--- config.mk ---
export PLATFORM = sky130hd
export DESIGN_NAME = gpr_writeback
export DESIGN_NICKNAME = d
export VERILOG_FILES = /design/src/rtl/gpr_writeback.sv
export SDC_FILE = /design/constraint.sdc
export NUM_CORES = 1
export LEC_CHECK = 0
export CAP_MARGIN = 20
export CORE_ASPECT_RATIO = 1.75
export CORE_MARGIN = 8
export CORE_UTILIZATION = 54
export DETAILED_ROUTE_END_ITERATION = 6
export PLACE_DENSITY_LB_ADDON = 0.08
export SLEW_MARGIN = 10
export SYNTH_ARGS = -nofsm -noshare
export SYNTH_HDL_FRONTEND = slang
export SYNTH_SLANG_ARGS = --single-unit
--- constraint.sdc ---
create_clock -name clk -period 2.9 [get_ports clk]
set_input_delay 0.58 -clock clk [delete_from_list [all_inputs] [get_ports clk]]
set_output_delay 0.58 -clock clk [all_outputs]
set_load 0.01 [all_outputs]
--- src/rtl/gpr_writeback.sv ---
// rtl/gpr_writeback.sv - register-file write-port arbiter with ALU result buffer and pending scoreboard
module gpr_writeback #(
  parameter int DATA_W     = 16,
  parameter int ADDR_W     = 3,
  parameter int FIFO_DEPTH = 2,
  parameter int STARVE_MAX = 4
) (
  input  logic                   clk,
  input  logic                   rst_n,
  input  logic                   alu_valid,
  output logic                   alu_ready,
  input  logic [ADDR_W-1:0]      alu_rd,
  input  logic [DATA_W-1:0]      alu_data,
  input  logic                   lsu_valid,
  output logic                   lsu_ready,
  input  logic [ADDR_W-1:0]      lsu_rd,
  input  logic [DATA_W-1:0]      lsu_data,
  input  logic                   iss_valid,
  input  logic [ADDR_W-1:0]      iss_rd,
  output logic [(1<<ADDR_W)-1:0] busy,
  output logic                   we,
  output logic [ADDR_W-1:0]      ws,
  output logic [DATA_W-1:0]      wd
);

  localparam int NREG  = 1 << ADDR_W;
  localparam int PTR_W = $clog2(FIFO_DEPTH);
  localparam int CNT_W = PTR_W + 1;
  localparam int SC_W  = $clog2(STARVE_MAX + 1);

  logic [DATA_W-1:0] fifo_data [FIFO_DEPTH];
  logic [ADDR_W-1:0] fifo_rd   [FIFO_DEPTH];
  logic [PTR_W-1:0]  rd_ptr;
  logic [PTR_W-1:0]  wr_ptr;
  logic [CNT_W-1:0]  count;
  logic [SC_W-1:0]   starve;

  logic              fifo_empty;
  logic              forced;
  logic              alu_acc;
  logic              lsu_acc;
  logic              sel_valid;
  logic [ADDR_W-1:0] sel_rd;
  logic [DATA_W-1:0] sel_data;
  logic              pop;
  logic              push;
  logic              bypass;
  logic              lsu_win;
  logic [NREG-1:0]   busy_nxt;

  // Forced cycle: the LSU has starved a non-empty ALU buffer long enough
  assign fifo_empty = (count == '0);
  assign forced     = (starve == SC_W'(STARVE_MAX)) && !fifo_empty;
  assign alu_ready  = (count < CNT_W'(FIFO_DEPTH));
  assign lsu_ready  = !forced;
  assign alu_acc    = alu_valid & alu_ready;
  assign lsu_acc    = lsu_valid & lsu_ready;
  assign push       = alu_acc & ~bypass;

  // Write-port source selection in priority order
  always_comb begin
    sel_valid = 1'b0;
    sel_rd    = fifo_rd[rd_ptr];
    sel_data  = fifo_data[rd_ptr];
    pop       = 1'b0;
    bypass    = 1'b0;
    lsu_win   = 1'b0;
    if (forced) begin
      sel_valid = 1'b1;
      pop       = 1'b1;
    end else if (lsu_acc) begin
      sel_valid = 1'b1;
      sel_rd    = lsu_rd;
      sel_data  = lsu_data;
      lsu_win   = 1'b1;
    end else if (!fifo_empty) begin
      sel_valid = 1'b1;
      pop       = 1'b1;
    end else if (alu_valid) begin
      sel_valid = 1'b1;
      sel_rd    = alu_rd;
      sel_data  = alu_data;
      bypass    = 1'b1;
    end
  end

  // ALU buffer storage; contents are don't-care while not counted
  always_ff @(posedge clk) begin
    if (push) begin
      fifo_data[wr_ptr] <= alu_data;
      fifo_rd[wr_ptr]   <= alu_rd;
    end
  end

  // ALU buffer pointers and occupancy
  always_ff @(posedge clk) begin
    if (!rst_n) begin
      rd_ptr <= '0;
      wr_ptr <= '0;
      count  <= '0;
    end else begin
      if (push) wr_ptr <= wr_ptr + 1'b1;
      if (pop)  rd_ptr <= rd_ptr + 1'b1;
      count <= count + CNT_W'(push) - CNT_W'(pop);
    end
  end

  // Count LSU wins that leave buffered ALU results waiting
  always_ff @(posedge clk) begin
    if (!rst_n) begin
      starve <= '0;
    end else if (pop || fifo_empty) begin
      starve <= '0;
    end else if (lsu_win && (starve != SC_W'(STARVE_MAX))) begin
      starve <= starve + 1'b1;
    end
  end

  // Registered write port; ws/wd keep their last value when idle
  always_ff @(posedge clk) begin
    if (!rst_n) begin
      we <= 1'b0;
      ws <= '0;
      wd <= '0;
    end else begin
      we <= sel_valid;
      if (sel_valid) begin
        ws <= sel_rd;
        wd <= sel_data;
      end
    end
  end

  // Pending scoreboard update; a same-index reservation overrides the clear
  always_comb begin
    busy_nxt = busy;
    if (we) busy_nxt[ws] = 1'b0;
    if (iss_valid) busy_nxt[iss_rd] = 1'b1;
  end

  // Pending scoreboard register
  always_ff @(posedge clk) begin
    if (!rst_n) busy <= '0;
    else        busy <= busy_nxt;
  end

endmodule

==> results.md <==
* Vias at 2566
* Sequential area share after synthesis at 0.568
* Worst hold path class: flip-flop to flip-flop
* VDD IR-drop max at 0.000517 V
* DRC at 0
* DP Worst Slack at approximately 360 ps
* Die area at 0.00892 sq mm
* CTS Buf Count at 9
* Max Cap Viol at 0
* Synth area leaders: edfxtp_1 (35%), dfxtp_1 (22%), mux2i_1 (5.8%)
* Cell variety after synth at 33
* Syn_nets at approximately 360
* RSZ-0062 raised after global routing: false
* Die width at 74.9 microns
* Global-route wire length before repair at about 13000 microns
* 1st-pass router iterations at 4
* Worst Setup Path Type: flip-flop to output pin
* Setup bufs post-CTS at 0
* # rows at 37
* PwrDens at 655 mW/mm^2
* Worst hold margin at 447 ps
* GP Congestion at ~0.78
* Syn Inst Count at between 300 and 400
* Crit-path max FO at 8
* I/O pin cnt at 76
* EDFF count, synth at 38
* Synth area leader: edfxtp_1
* Hold Buf Count CTS at 0
* H-Tree Depth at 3
* Die height at 119 microns
* Yosys reg bits at 74
* Nets at approximately 440
* Warnings from Yosys at 0
* Clk_lat worst skew at 350 ps
* Cell Area, Synth at 0.00328 sq mm
* Slew Limit Headroom at 0.413
* Initial antenna violation count at 0
* Worst-Margin Slew at 880 ps
* P_leak at between 0.0015 and 0.002 uW
* Final hold vios at 0
* Worst path arrival time at 1860 ps
* CTS max path bufs at 2
* Final setup viols at 0
* Final min period at 2440 ps
* Antenna Violating Nets Remaining at 0
* Post-DP HPWL at between 5000 and 6000 microns
* Final Max Slew Viols at 0
* Routed length per instance at around 17 microns
* Ys async rst share at 0
* Starting density of the core at 0.558
* Clk_skew at 8.98 ps
* Port bufs at 75
* DR iter-0 viols at 234
* CTS Root Cell: clkbuf_8
* CP Launch Type: flip-flop
* Vias in the first global route at 2749
* Area grow syn2layout at 30.8%
* N_diodes at 0
* CTS tree: done
* Fin Setup TNS at 0 ps
* CP Capture Type: output pin
* Most common cell after layout, fill and taps aside: clkdlybuf4s50_1
* GRT Residual Overflow at 0
* Final WS setup at 461 ps
* Clk sinks at between 70 and 80
* GRT Total Usage at 0.190
* Std-Cell Core Area at 0.00588 sq mm
* Average cell area after synthesis at ~10 sq um
* Largest net degree at the start of global routing at 21
* CP required at 2320 ps
* Max Fclk at ~0.41 GHz
* Post-CTS resize count at 0
* Share of cells above drive strength 1 at 0.0829
* Drt total wl at approximately 8100 microns
* Most frequent cells in the layout: clkdlybuf4s50_1 (75), nand2_1 (42), edfxtp_1 (38)
* Vias/cell at 5.39
* Yosys top cell area share at 0.348
* Run status: finished clean
* Worst-path clk slew at 80 ps
* Fin crit share at 0.841
* Top FF cell, synth: edfxtp_1
==> flip-flops by register name (all words and copies together), names as in the netlist, named ones only <==
signal     count
ws             3
count          2
wr_ptr         1
rd_ptr         1
starve         3
wd            16
fifo_rd        6
fifo_data     32
we             1
busy           8
==> per-layer routing <==
layer	vias up	routed length (microns)	part of all wire	GRT usage
met5	-	0	0	0
met3	17	336	0.042	0.0286
met4	0	240	0.030	0.127
met1	1205	3050	0.38	0.194
li1	1267	-	-	-
met2	77	4430	0.55	0.335
==> final timing paths <==
kind	startpoint	to	slack (ps)	depth (start not counted)
setup reg to reg	starve[0]	wd[14]	600	7
setup / recovery	starve[0]	lsu_ready	460	5
hold / removal	wd[8]	wd[8]	450	2
hold reg to reg	wd[8]	wd[8]	450	2
==> cell type report <==
type / instances / area [sq um]
multi-input cells: 198 / 1240
flip-flops and latches: 74 / 1860
fillers: 466 / 1590
clock buffers: 12 / 145
repair buffers: 87 / 841
clock inverters: 3 / 17.5
inverters: 24 / 90.1
well taps: 78 / 97.6
==> through the flow <==
| stage | power, uW | instance area, sq um | cells | util |
|---|---|---|---|---|
| after floorplan | 1830 | 3280 | 313 | - |
| after global placement | 2130 | 4130 | 461 | 0.702 |
| after detailed placement | 2150 | 4130 | 461 | 0.702 |
| after CTS | 2830 | 4290 | 476 | 0.730 |
| after global routing | 2950 | 4290 | 476 | 0.730 |
| final | 2810 | 4290 | 476 | 0.730 |
==> cells by family (layout without fill, tap and decap cells) <==
family | count (synthesis) | count (layout) | share of synthesized area
and+or+nand+nor | 94 | 94 | 0.136
xor gates and xnor gates | 4 | 4 | 0.0107
AOI/OAI and AO/OA | 78 | 78 | 0.158
adders and majority gates | 3 | 3 | 0.0114
muxes | 19 | 19 | 0.0580
buffers and inverters | 41 | 126 | 0.0584
DFF | 74 | 74 | 0.568
==> critical path, stage by stage (launching register included) <==
cell             delay (ps)
dfxtp_1                 350
inv_1                    50
ha_1                    210
o211ai_1                140
buf_4                   210
clkdlybuf4s50_1         540
==> power breakdown <==
part	total (uW)	leakage (uW)	internal [uW]	switching [uW]
sequential	1360	0.000646	1250	112
clock	684	0.0000822	327	357
combinational	767	0.000833	384	383
==> cells in the mapped netlist (all sizes together) (7+ instances only) <==
cell type	instances
buf	10
a21boi	9
nor2	26
nand2	42
dfxtp	36
o21ai	24
inv	24
a21oi	18
edfxtp	38
a221oi	18
clkbuf	7
mux2i	19
No activity file was read; power rests on OpenSTA's default activity.
